File: src/rtl/board_pkg.sv
`default_nettype none
// +----------------------------------------------------------------------------+
// | board_pkg: cell word layout, board geometry and reveal FSM states          |
// | rev 1.0                                                                    |
// +----------------------------------------------------------------------------+
package board_pkg;

  localparam int MAX_SIZE_DEF = 16;
  localparam int ROW_W        = $clog2(MAX_SIZE_DEF);
  localparam int COL_W        = ROW_W;
  localparam int ADR_W        = ROW_W + COL_W;

  localparam int CELL_REVEALED = 7;
  localparam int CELL_FLAGGED  = 6;
  localparam int CELL_MINE     = 5;
  localparam logic [7:0] REVEALED_MASK = 8'h80;

  typedef enum logic [2:0] {
    ST_IDLE     = 3'd0,
    ST_RD_START = 3'd1,
    ST_WR_START = 3'd2,
    ST_POP      = 3'd3,
    ST_NB_SEL   = 3'd4,
    ST_NB_RD    = 3'd5,
    ST_NB_WR    = 3'd6,
    ST_DONE     = 3'd7
  } state_t;

  // Neighbour scan order: row-major over the 3x3 window, centre excluded.
  // Offsets are 2-bit two's complement (-1 = 2'b11).
  function automatic logic [1:0] nb_drow(input logic [2:0] idx);
    case (idx)
      3'd0, 3'd1, 3'd2: return 2'b11;
      3'd3, 3'd4:       return 2'b00;
      default:          return 2'b01;
    endcase
  endfunction

  function automatic logic [1:0] nb_dcol(input logic [2:0] idx);
    case (idx)
      3'd0, 3'd3, 3'd5: return 2'b11;
      3'd1, 3'd6:       return 2'b00;
      default:          return 2'b01;
    endcase
  endfunction

endpackage
`default_nettype wire

File: src/rtl/board_reveal_ctrl_lifo.sv
`default_nettype none
// +----------------------------------------------------------------------------+
// | reveal_lifo: cell-address stack with synchronous push/pop and full/empty   |
// | rev 1.0                                                                    |
// +----------------------------------------------------------------------------+
module reveal_lifo #(
  parameter int DEPTH = 256,
  parameter int WIDTH = 8
) (
  input  logic             clk,
  input  logic             rst,
  input  logic             push,
  input  logic             pop,
  input  logic [WIDTH-1:0] din,
  output logic [WIDTH-1:0] dout,
  output logic             empty,
  output logic             full
);

  localparam int CNT_W = $clog2(DEPTH + 1);
  localparam int AW    = $clog2(DEPTH);

  logic [WIDTH-1:0] r_mem [DEPTH];
  logic [CNT_W-1:0] r_cnt;
  logic [AW-1:0]    w_top;

  assign empty = (r_cnt == '0);
  assign full  = (r_cnt == CNT_W'(DEPTH));
  assign w_top = AW'(r_cnt - 1'b1);
  assign dout  = r_mem[w_top];

  always_ff @(posedge clk or posedge rst) begin
    if (rst) begin
      r_cnt <= '0;
    end else if (push && !full) begin
      r_cnt <= r_cnt + 1'b1;
    end else if (pop && !empty) begin
      r_cnt <= r_cnt - 1'b1;
    end
  end

  // Storage needs no reset; the counter alone defines what is valid.
  always_ff @(posedge clk) begin
    if (push && !full) begin
      r_mem[AW'(r_cnt)] <= din;
    end
  end

endmodule
`default_nettype wire

File: src/rtl/board_reveal_ctrl.sv
`default_nettype none
// +----------------------------------------------------------------------------+
// | board_reveal_ctrl: flood-fill reveal sequencer, Wishbone master on board   |
// | memory. rev 1.0                                                            |
// +----------------------------------------------------------------------------+
module board_reveal_ctrl
  import board_pkg::*;
#(
  parameter int MAX_SIZE    = MAX_SIZE_DEF,
  parameter int STACK_DEPTH = 256
) (
  input  logic             clk,
  input  logic             rst,
  input  logic             start,
  input  logic [ROW_W-1:0] start_row,
  input  logic [COL_W-1:0] start_col,
  input  logic [ROW_W:0]   board_size,
  output logic             busy,
  output logic             done,
  output logic             mine_hit,
  output logic [8:0]       revealed_cnt,
  output logic             overflow,
  output logic             wb_cyc_o,
  output logic             wb_stb_o,
  output logic             wb_we_o,
  output logic [ADR_W-1:0] wb_adr_o,
  output logic [7:0]       wb_dat_o,
  input  logic [7:0]       wb_dat_i,
  input  logic             wb_ack_i
);

  localparam logic [ROW_W:0] SIZE_LIMIT = (ROW_W + 1)'(MAX_SIZE);

  state_t           r_state, w_state_nxt;
  logic [ROW_W-1:0] r_cur_row;
  logic [COL_W-1:0] r_cur_col;
  logic [ROW_W:0]   r_size;
  logic [2:0]       r_nb_idx;
  logic [7:0]       r_word;
  logic [8:0]       r_cnt;
  logic             r_gap, r_mine, r_ovf;

  logic             w_acc, w_we, w_accept, w_ld_word, w_inc_cnt;
  logic             w_push, w_pop, w_nb_clr, w_nb_inc, w_set_gap, w_set_mine;
  logic [ADR_W-1:0] w_adr, w_push_adr, w_cur_adr, w_nb_adr, w_lifo_dout;
  logic             w_lifo_empty, w_lifo_full;
  logic [1:0]       w_dr, w_dc;
  logic [ROW_W:0]   w_nb_row;
  logic [COL_W:0]   w_nb_col;
  logic             w_nb_ok;

  // Off-board offsets land at -1 (all ones) or >= size, so one unsigned
  // compare against the active edge rejects both sides without wrapping.
  assign w_dr      = nb_drow(r_nb_idx);
  assign w_dc      = nb_dcol(r_nb_idx);
  assign w_nb_row  = {1'b0, r_cur_row} + {{(ROW_W-1){w_dr[1]}}, w_dr};
  assign w_nb_col  = {1'b0, r_cur_col} + {{(COL_W-1){w_dc[1]}}, w_dc};
  assign w_nb_ok   = (w_nb_row < r_size) && (w_nb_col < r_size);
  assign w_nb_adr  = {w_nb_row[ROW_W-1:0], w_nb_col[COL_W-1:0]};
  assign w_cur_adr = {r_cur_row, r_cur_col};

  assign wb_cyc_o     = w_acc;
  assign wb_stb_o     = w_acc;
  assign wb_we_o      = w_acc && w_we;
  assign wb_adr_o     = w_adr;
  assign wb_dat_o     = w_we ? (r_word | REVEALED_MASK) : 8'h00;
  assign revealed_cnt = r_cnt;
  assign overflow     = r_ovf;

  reveal_lifo #(
    .DEPTH (STACK_DEPTH),
    .WIDTH (ADR_W)
  ) u_lifo (
    .clk   (clk),
    .rst   (rst),
    .push  (w_push),
    .pop   (w_pop),
    .din   (w_push_adr),
    .dout  (w_lifo_dout),
    .empty (w_lifo_empty),
    .full  (w_lifo_full)
  );

  always_ff @(posedge clk or posedge rst) begin
    if (rst) begin
      r_state <= ST_IDLE;
    end else begin
      r_state <= w_state_nxt;
    end
  end

  always_comb begin
    w_state_nxt = r_state;
    busy        = 1'b1;
    done        = 1'b0;
    mine_hit    = 1'b0;
    w_acc       = 1'b0;
    w_we        = 1'b0;
    w_adr       = '0;
    w_accept    = 1'b0;
    w_ld_word   = 1'b0;
    w_inc_cnt   = 1'b0;
    w_push      = 1'b0;
    w_push_adr  = w_nb_adr;
    w_pop       = 1'b0;
    w_nb_clr    = 1'b0;
    w_nb_inc    = 1'b0;
    w_set_gap   = 1'b0;
    w_set_mine  = 1'b0;
    case (r_state)
      ST_IDLE: begin
        busy = 1'b0;
        if (start) begin
          w_accept    = 1'b1;
          w_state_nxt = ST_RD_START;
        end
      end
      ST_RD_START: begin
        w_acc = !r_gap;
        w_adr = w_cur_adr;
        if (w_acc && wb_ack_i) begin
          w_ld_word = 1'b1;
          if (wb_dat_i[CELL_REVEALED] || wb_dat_i[CELL_FLAGGED]) begin
            w_state_nxt = ST_DONE;
          end else begin
            w_set_gap   = 1'b1;
            w_state_nxt = ST_WR_START;
          end
        end
      end
      ST_WR_START: begin
        w_acc = !r_gap;
        w_we  = 1'b1;
        w_adr = w_cur_adr;
        if (w_acc && wb_ack_i) begin
          w_inc_cnt = 1'b1;
          if (r_word[CELL_MINE]) begin
            w_set_mine  = 1'b1;
            w_state_nxt = ST_DONE;
          end else if (r_word[3:0] == 4'd0) begin
            w_push      = 1'b1;
            w_push_adr  = w_cur_adr;
            w_state_nxt = ST_POP;
          end else begin
            w_state_nxt = ST_DONE;
          end
        end
      end
      ST_POP: begin
        if (w_lifo_empty) begin
          w_state_nxt = ST_DONE;
        end else begin
          w_pop       = 1'b1;
          w_nb_clr    = 1'b1;
          w_state_nxt = ST_NB_SEL;
        end
      end
      ST_NB_SEL: begin
        if (w_nb_ok) begin
          w_state_nxt = ST_NB_RD;
        end else if (r_nb_idx == 3'd7) begin
          w_state_nxt = ST_POP;
        end else begin
          w_nb_inc = 1'b1;
        end
      end
      ST_NB_RD: begin
        w_acc = !r_gap;
        w_adr = w_nb_adr;
        if (w_acc && wb_ack_i) begin
          w_ld_word = 1'b1;
          if (wb_dat_i[CELL_REVEALED] || wb_dat_i[CELL_FLAGGED] || wb_dat_i[CELL_MINE]) begin
            if (r_nb_idx == 3'd7) begin
              w_state_nxt = ST_POP;
            end else begin
              w_nb_inc    = 1'b1;
              w_state_nxt = ST_NB_SEL;
            end
          end else begin
            w_set_gap   = 1'b1;
            w_state_nxt = ST_NB_WR;
          end
        end
      end
      ST_NB_WR: begin
        w_acc = !r_gap;
        w_we  = 1'b1;
        w_adr = w_nb_adr;
        if (w_acc && wb_ack_i) begin
          w_inc_cnt = 1'b1;
          w_push    = (r_word[3:0] == 4'd0);
          if (r_nb_idx == 3'd7) begin
            w_state_nxt = ST_POP;
          end else begin
            w_nb_inc    = 1'b1;
            w_state_nxt = ST_NB_SEL;
          end
        end
      end
      ST_DONE: begin
        busy        = 1'b0;
        done        = 1'b1;
        mine_hit    = r_mine;
        w_state_nxt = ST_IDLE;
      end
      default: w_state_nxt = ST_IDLE;
    endcase
  end

  // r_gap idles the bus for one cycle between a read and its write-back.
  always_ff @(posedge clk or posedge rst) begin
    if (rst) begin
      r_cur_row <= '0;
      r_cur_col <= '0;
      r_size    <= '0;
      r_nb_idx  <= '0;
      r_word    <= '0;
      r_cnt     <= '0;
      r_gap     <= 1'b0;
      r_mine    <= 1'b0;
      r_ovf     <= 1'b0;
    end else begin
      r_gap <= w_set_gap;
      if (w_accept) begin
        r_cur_row <= start_row;
        r_cur_col <= start_col;
        r_size    <= (board_size > SIZE_LIMIT) ? SIZE_LIMIT : board_size;
        r_cnt     <= '0;
        r_mine    <= 1'b0;
        r_ovf     <= 1'b0;
      end
      if (w_pop) begin
        {r_cur_row, r_cur_col} <= w_lifo_dout;
      end
      if (w_nb_clr) begin
        r_nb_idx <= '0;
      end else if (w_nb_inc) begin
        r_nb_idx <= r_nb_idx + 1'b1;
      end
      if (w_ld_word) begin
        r_word <= wb_dat_i;
      end
      if (w_inc_cnt) begin
        r_cnt <= r_cnt + 1'b1;
      end
      if (w_set_mine) begin
        r_mine <= 1'b1;
      end
      if (w_push && w_lifo_full) begin
        r_ovf <= 1'b1;
      end
    end
  end

endmodule
`default_nettype wire
File: config.mk
export PLATFORM = sky130hd
export DESIGN_NAME = board_reveal_ctrl
export DESIGN_NICKNAME = d
export VERILOG_FILES = /design/src/rtl/board_pkg.sv /design/src/rtl/board_reveal_ctrl_lifo.sv /design/src/rtl/board_reveal_ctrl.sv
export SDC_FILE = /design/constraint.sdc
export NUM_CORES = 2
export LEC_CHECK = 0
export BUFFER_PORTS_ARGS = -buffer_cell sky130_fd_sc_hd__clkbuf_2
export CAP_MARGIN = 20
export CELL_PAD_IN_SITES_DETAIL_PLACEMENT = 1
export CELL_PAD_IN_SITES_GLOBAL_PLACEMENT = 1
export CORE_MARGIN = 2
export CORE_UTILIZATION = 45
export CTS_BUF_LIST = sky130_fd_sc_hd__clkbuf_4
export CTS_CLUSTER_SIZE = 25
export DETAILED_ROUTE_END_ITERATION = 10
export PLACE_DENSITY_LB_ADDON = 0.25
export SYNTH_ARGS = -nofsm -noshare
export SYNTH_HDL_FRONTEND = slang
export SYNTH_SLANG_ARGS = --single-unit
File: constraint.sdc
create_clock -name clk -period 14.05 [get_ports clk]
set_input_delay 3.5125 -clock clk [delete_from_list [all_inputs] [get_ports clk]]
set_output_delay 3.5125 -clock clk [all_outputs]
set_load 0.01 [all_outputs]
# Word level (Yosys, flattened, before mapping)
# Memories as Yosys holds them, arrays and structs flattened.
# Index checks and enable logic that the tools add are counted.
[word_totals]
reg_bits = 47
ram_bits = 2048
inputBits = 25
out_inout_bits = 32
mem_count = 1
[mem_list]
columns = ["memory", "words", "width", "rd", "rd_ports_with_merged_regs", "wr", "line_no", "text"]
rows = [
  ["u_lifo.r_mem", 256, 8, 1, 0, 1, "board_reveal_ctrl_lifo.sv:23", "logic [WIDTH-1:0] r_mem [DEPTH];"],
]
[op_classes]
n_addsub = 6
magnitude_cmp = 3
eq_ne = 21
muxes = 69
n_reduce_logical = 32
[ops]
columns = ["cell", "n"]
rows = [
  ["3-bit 2-to-1 mux", 14],
  ["8-bit 2-to-1 mux", 5],
  ["9-bit 2-to-1 mux", 4],
  ["1-bit 2-to-1 mux", 33],
  ["3-bit equality test, second input constant", 8],
  ["3-bit one-hot mux with 8 select lines", 1],
  ["9-bit by 1-bit adder with 9-bit output, second input constant", 2],
  ["4-bit 2-to-1 mux", 4],
  ["8-bit one-hot mux with 2 select lines", 1],
  ["2-bit OR reduction", 7],
  ["3-bit by 2-bit equality test with 1-bit output, second input constant", 4],
  ["2-bit nonzero test", 6],
  ["4-bit by 5-bit adder with 5-bit output", 2],
  ["5-bit less-than comparator", 2],
  ["2-bit inequality test, second input constant", 5],
  ["9-bit equality test, second input constant", 1],
  ["9-bit logical NOT", 1],
  ["9-bit by 1-bit subtractor with 9-bit output, second input constant", 1],
  ["2-bit one-hot mux with 2 select lines", 2],
  ["3-bit by 1-bit equality test with 1-bit output, second input constant", 2],
  ["1-bit logical AND", 6],
  ["3-bit logical NOT", 2],
  ["6-bit AND reduction", 1],
  ["3-bit OR reduction", 2],
  ["other kinds (11)", 15],
]

# Logic depth before layout (Yosys ltp)
[logic_depth]
ltp_word = 10
ltp_mapped = 18
ltp_nobuf = 17

# By module
# From an unflattened synthesis, not the netlist that was laid out.
[unflattened]
cells_unflattened = 3962
area_unflattened_um2 = 82032.4
[modules_own_cells]
columns = ["module", "instances", "cells_each", "area_per_inst_um2", "seq_area_each_um2"]
rows = [
  ["reveal_lifo", 1, 3658, 79155.9, 61724.2],
  ["board_reveal_ctrl", 1, 304, 2876.5, 950.9],
]

# Least setup slack after synthesis
# No wires, ideal clock.
[synth_timing]
path_type = "in2reg"
startpoint = "input port wb_ack_i"
endpoint = "memory u_lifo.r_mem[0][1], data pin"
setup_ns = 0.557
arrival_ns = 6.335
required_time_ns = 13.493
setup_slack_ns = 7.158
cell_stages = 4
path_buffers = 0
cell_sequence = "nor2b_1 -> nand2_1 -> nor4_2 -> mux2_2"
[synth_via]
elab_chain_len = 3
[synth_rtl]
columns = ["element", "line_no", "text"]
rows = [
  ["start, declared", "board_reveal_ctrl.sv:29", "input logic wb_ack_i"],
  ["1-bit logical AND", "board_reveal_ctrl.sv:135", "if (w_acc && wb_ack_i) begin"],
  ["8-bit 2-to-1 mux", "board_reveal_ctrl.sv:135", ""],
  ["8-bit 2-to-1 mux", "board_reveal_ctrl.sv:110", "case (r_state)"],
  ["net u_lifo.din[1]", "board_reveal_ctrl_lifo.sv:14", "input logic [WIDTH-1:0] din,"],
  ["end, declared", "board_reveal_ctrl_lifo.sv:23", ""],
]
# The timed path passes the listed nets, and every way through them passes these cells.

# Final worst setup path
[layout_timing]
startpoint = "register r_nb_idx[0]"
endpoint = "output port wb_adr_o[2]"
[layout_via]
elab_chain_len = 5
elab_cells_between_ends = 10
[layout_rtl]
columns = ["element", "line_no", "text"]
rows = [
  ["start, declared", "board_reveal_ctrl.sv:38", "logic [2:0] r_nb_idx;"],
  ["start signal, assigned", "board_reveal_ctrl.sv:238", "r_nb_idx <= r_nb_idx + 1'b1;"],
  ["3-bit by 2-bit equality test with 1-bit output, or another cell as far along", "board_pkg.sv:40", "case (idx)"],
  ["3-bit OR reduction / 2-bit OR reduction (equally long branches)", "board_pkg.sv:40", ""],
  ["2-bit one-hot mux with 2 select lines (*)", "board_pkg.sv:40", ""],
  ["4-bit by 5-bit adder with 5-bit output (*)", "board_reveal_ctrl.sv:57", "assign w_nb_col = {1'b0, r_cur_col} + {{(COL_W-1){w_dc[1]}}, w_dc};"],
  ["8-bit one-hot mux with 2 select lines (*)", "board_reveal_ctrl.sv:110", ""],
  ["end, declared", "board_reveal_ctrl.sv:26", "output logic [ADR_W-1:0] wb_adr_o,"],
]
# Mark *: on every way between the ends. The rest lies on a longest branch, timed or not.

==> flow_metrics.env <==
export IMPL_status="finished, final reports clean"
export IMPL_finalSetupViolCount=0
export IMPL_synth_cell_types=57
export IMPL_cap_violations=0
export IMPL_clock_skew_ps=154.1
export IMPL_postCtsHoldBufs=0
export IMPL_grt_max_degree=173
export IMPL_synth_edf_count=2048
export IMPL_drc=0
export IMPL_cp_start_kind="register"
export IMPL_std_cell_rows=157
export IMPL_grt_util_all_layers_pct=24.12
export IMPL_ant_nets=0
export IMPL_ys_async_sr_fraction_pct=2.243
export IMPL_finalMaxSlewViolations=0
export IMPL_clk_path_buf_depth=4
export IMPL_post_cts_resize_count=0
export IMPL_cts_sinks=2095
export IMPL_seq_area_mm2=0.06268
export IMPL_fin_nets=4336
export IMPL_postCtsSetupBuffers=0
export IMPL_routed_wl_mm=221.7
export IMPL_synth_fp_nets=3865
export IMPL_cp_end_kind="output port"
export IMPL_num_vias=42060
export IMPL_rsz0062_at_grt="false"
export IMPL_hpwl_mm=129.2
export IMPL_ctsHtreeMaxLevel=6
export IMPL_min_period_ps=7662
export IMPL_first_iter_violations=4731
export IMPL_gp_congestion=0.8571
export IMPL_yosys_warnings=0
export IMPL_required_ps=10540
export IMPL_layout_common_cells="edfxtp_1, clkbuf_4, mux4_2"
export IMPL_via_per_inst=5.973
export IMPL_port_buffers=56
export IMPL_synth_seq_cells=2095
export IMPL_hold_class="reg -> reg"
export IMPL_numCtsBuffers=562
export IMPL_n_fill_cell=16330
export IMPL_syn_area_mm2=0.08236
export IMPL_r2r_slack_ps=7920
export IMPL_multi_input_area_mm2=0.01894
export IMPL_final_hold_violation_count=0
export IMPL_first_pass_iters=5
export IMPL_pre_cts_slack_ps=6316
export IMPL_cts_root_buf="clkbuf_4"
export IMPL_final_common_cell="edfxtp_1"
export IMPL_finalCritPeriodShare_pct=54.53
export IMPL_clk_latency_ps=1400
export IMPL_crit_type="reg -> out"
export IMPL_worst_pin_slew_ps=1143
export IMPL_final_layout_size_suffix_gt1_share_pct=34.93
export IMPL_grt_pass1_vias=44280
export IMPL_avgSynthCellArea_um2=21.62
export IMPL_postSynthCellCount=3810
export IMPL_cts_tree="yes"
export IMPL_relSlewSlack_pct=23.59
export IMPL_fmax_mhz=130.5
export IMPL_grt_pass1_wl_mm=322.7
export IMPL_start_util_pct=45.13
export IMPL_die_area_mm2=0.1865
export IMPL_setup_tns_final_ps=0
export IMPL_crit_arrival_ps=4150
export IMPL_fin_ws_ps=6388
export IMPL_crit_fanout=5
export IMPL_boundaryPins=57
export IMPL_die_x_um=431.8
export IMPL_core_mm2=0.1825
export IMPL_wl_per_cell_um=31.49
export IMPL_yosysSeqAreaShare_pct=76.10
export IMPL_area_growth_pct=12.00
export IMPL_die_height_um=431.8
export IMPL_grt_antenna_before_repair=12
export IMPL_synth_flop_cell="edfxtp_1"
export IMPL_gr_total_overflow=0
export IMPL_clk_pin_slew_ps=50
-- layer usage --
metal | vias up | share of wire, % | routed length (um) | global-route usage (%)
met5 | - | 0.016 | 35 | 0
met4 | 6 | 2.6 | 5672 | 7.853
met3 | 347 | 7.6 | 16760 | 5.028
met2 | 1985 | 48 | 106500 | 37.37
met1 | 22620 | 42 | 92710 | 34.50
li1 | 17100 | - | - | -
-- final cells by class --
type / instances / share of cell area, %
antenna: 9 / 0.02442
clock buffer: 784 / 6.381
clock inverter: 146 / 0.8274
inverter: 18 / 0.07325
multi-input combinational: 1475 / 20.53
sequential: 2095 / 67.95
tap: 2385 / 3.235
timing repair buffer: 129 / 0.9794
-- synth_stat cells (10+ instances only) --
| library cell | count | area [um^2] |
|---|---|---|
| buf_2 | 70 | 350.3 |
| a31oi_1 | 21 | 131.4 |
| dfrtp_1 | 47 | 1176 |
| mux2i_1 | 26 | 260.3 |
| inv_1 | 18 | 67.56 |
| o211ai_1 | 10 | 75.07 |
| ha_1 | 28 | 350.3 |
| o22ai_1 | 16 | 100.1 |
| a22o_1 | 10 | 87.58 |
| nand3_1 | 37 | 185.2 |
| and3_1 | 26 | 162.7 |
| or3_1 | 10 | 62.56 |
| a21oi_1 | 40 | 200.2 |
| xor2_1 | 11 | 96.34 |
| buf_4 | 12 | 90.09 |
| and2_1 | 12 | 75.07 |
| o21ai_0 | 26 | 130.1 |
| edfxtp_1 | 2048 | 61500 |
| mux4_2 | 620 | 13960 |
| mux2_2 | 16 | 180.2 |
| nor2_1 | 293 | 1100 |
| nand2_1 | 162 | 608.1 |
| clkbuf_1 | 129 | 484.2 |
| a211oi_1 | 10 | 75.07 |
-- cells by family (layout without fill, tap and decap cells) --
family	count (synthesis)	count (layout)	synth area share [%]
AOI/OAI and AO/OA	168	168	1.320
xor gates and xnor gates	22	22	0.2522
adders and majority gates	30	30	0.4740
buffers and inverters	240	1077	1.273
DFF	2095	2095	76.10
muxes	662	662	17.49
other	0	9	0
and+or+nand+nor	593	593	3.093
-- stage by stage --
step	cells	area [um^2]	utilization [%]	hold WS, ps
2_1_floorplan	3810	82360	-	454.9
3_5_place_dp	6102	85570	46.89	489.6
6_report	7041	92240	50.55	495.6
3_3_place_gp	6102	85570	46.89	475.9
5_1_grt	7038	92230	50.54	513.7
4_1_cts	7032	92220	50.53	501.5
-- state kept, by name (all words and copies together) (netlist names), 3 cells and up --
name	count
r_word	7
revealed_cnt	9
r_size	5
u_lifo.r_cnt	9
r_nb_idx	3
u_lifo.r_mem	2048
r_cur_row	4
r_cur_col	4
r_state	3
-- final timing paths --
| check | start | end | cells past startpoint |
|---|---|---|---|
| setup / recovery | r_nb_idx[0]$_DFFE_PP0P_ | wb_adr_o[2] | 10 |
| hold / removal | r_word[4]$_DFFE_PP0P_ | r_word[4]$_DFFE_PP0P_ | 1 |
| setup reg to reg | u_lifo.r_cnt[0]$_DFFE_PP0P_ | r_cur_row[3]$_DFFE_PP0P_ | 11 |
| hold reg to reg | r_word[4]$_DFFE_PP0P_ | r_word[4]$_DFFE_PP0P_ | 1 |
| max in group asynchronous | rst | r_nb_idx[0]$_DFFE_PP0P_ | 3 |
| min in group asynchronous | rst | r_cur_row[0]$_DFFE_PP0P_ | 3 |
-- worst max-delay path: stages, from the launching register on --
cell,delay [ps]
dfrtp_1,420
ha_1,270
ha_1,190
a211oi_1,420
nand2_1,110
ha_1,240
fa_1,430
xor2_1,370
mux2i_1,190
nor2_1,120
clkbuf_2,140
Power is not shown: default switching activity piles up to over one toggle a cycle in this logic, so the estimate is an artifact.
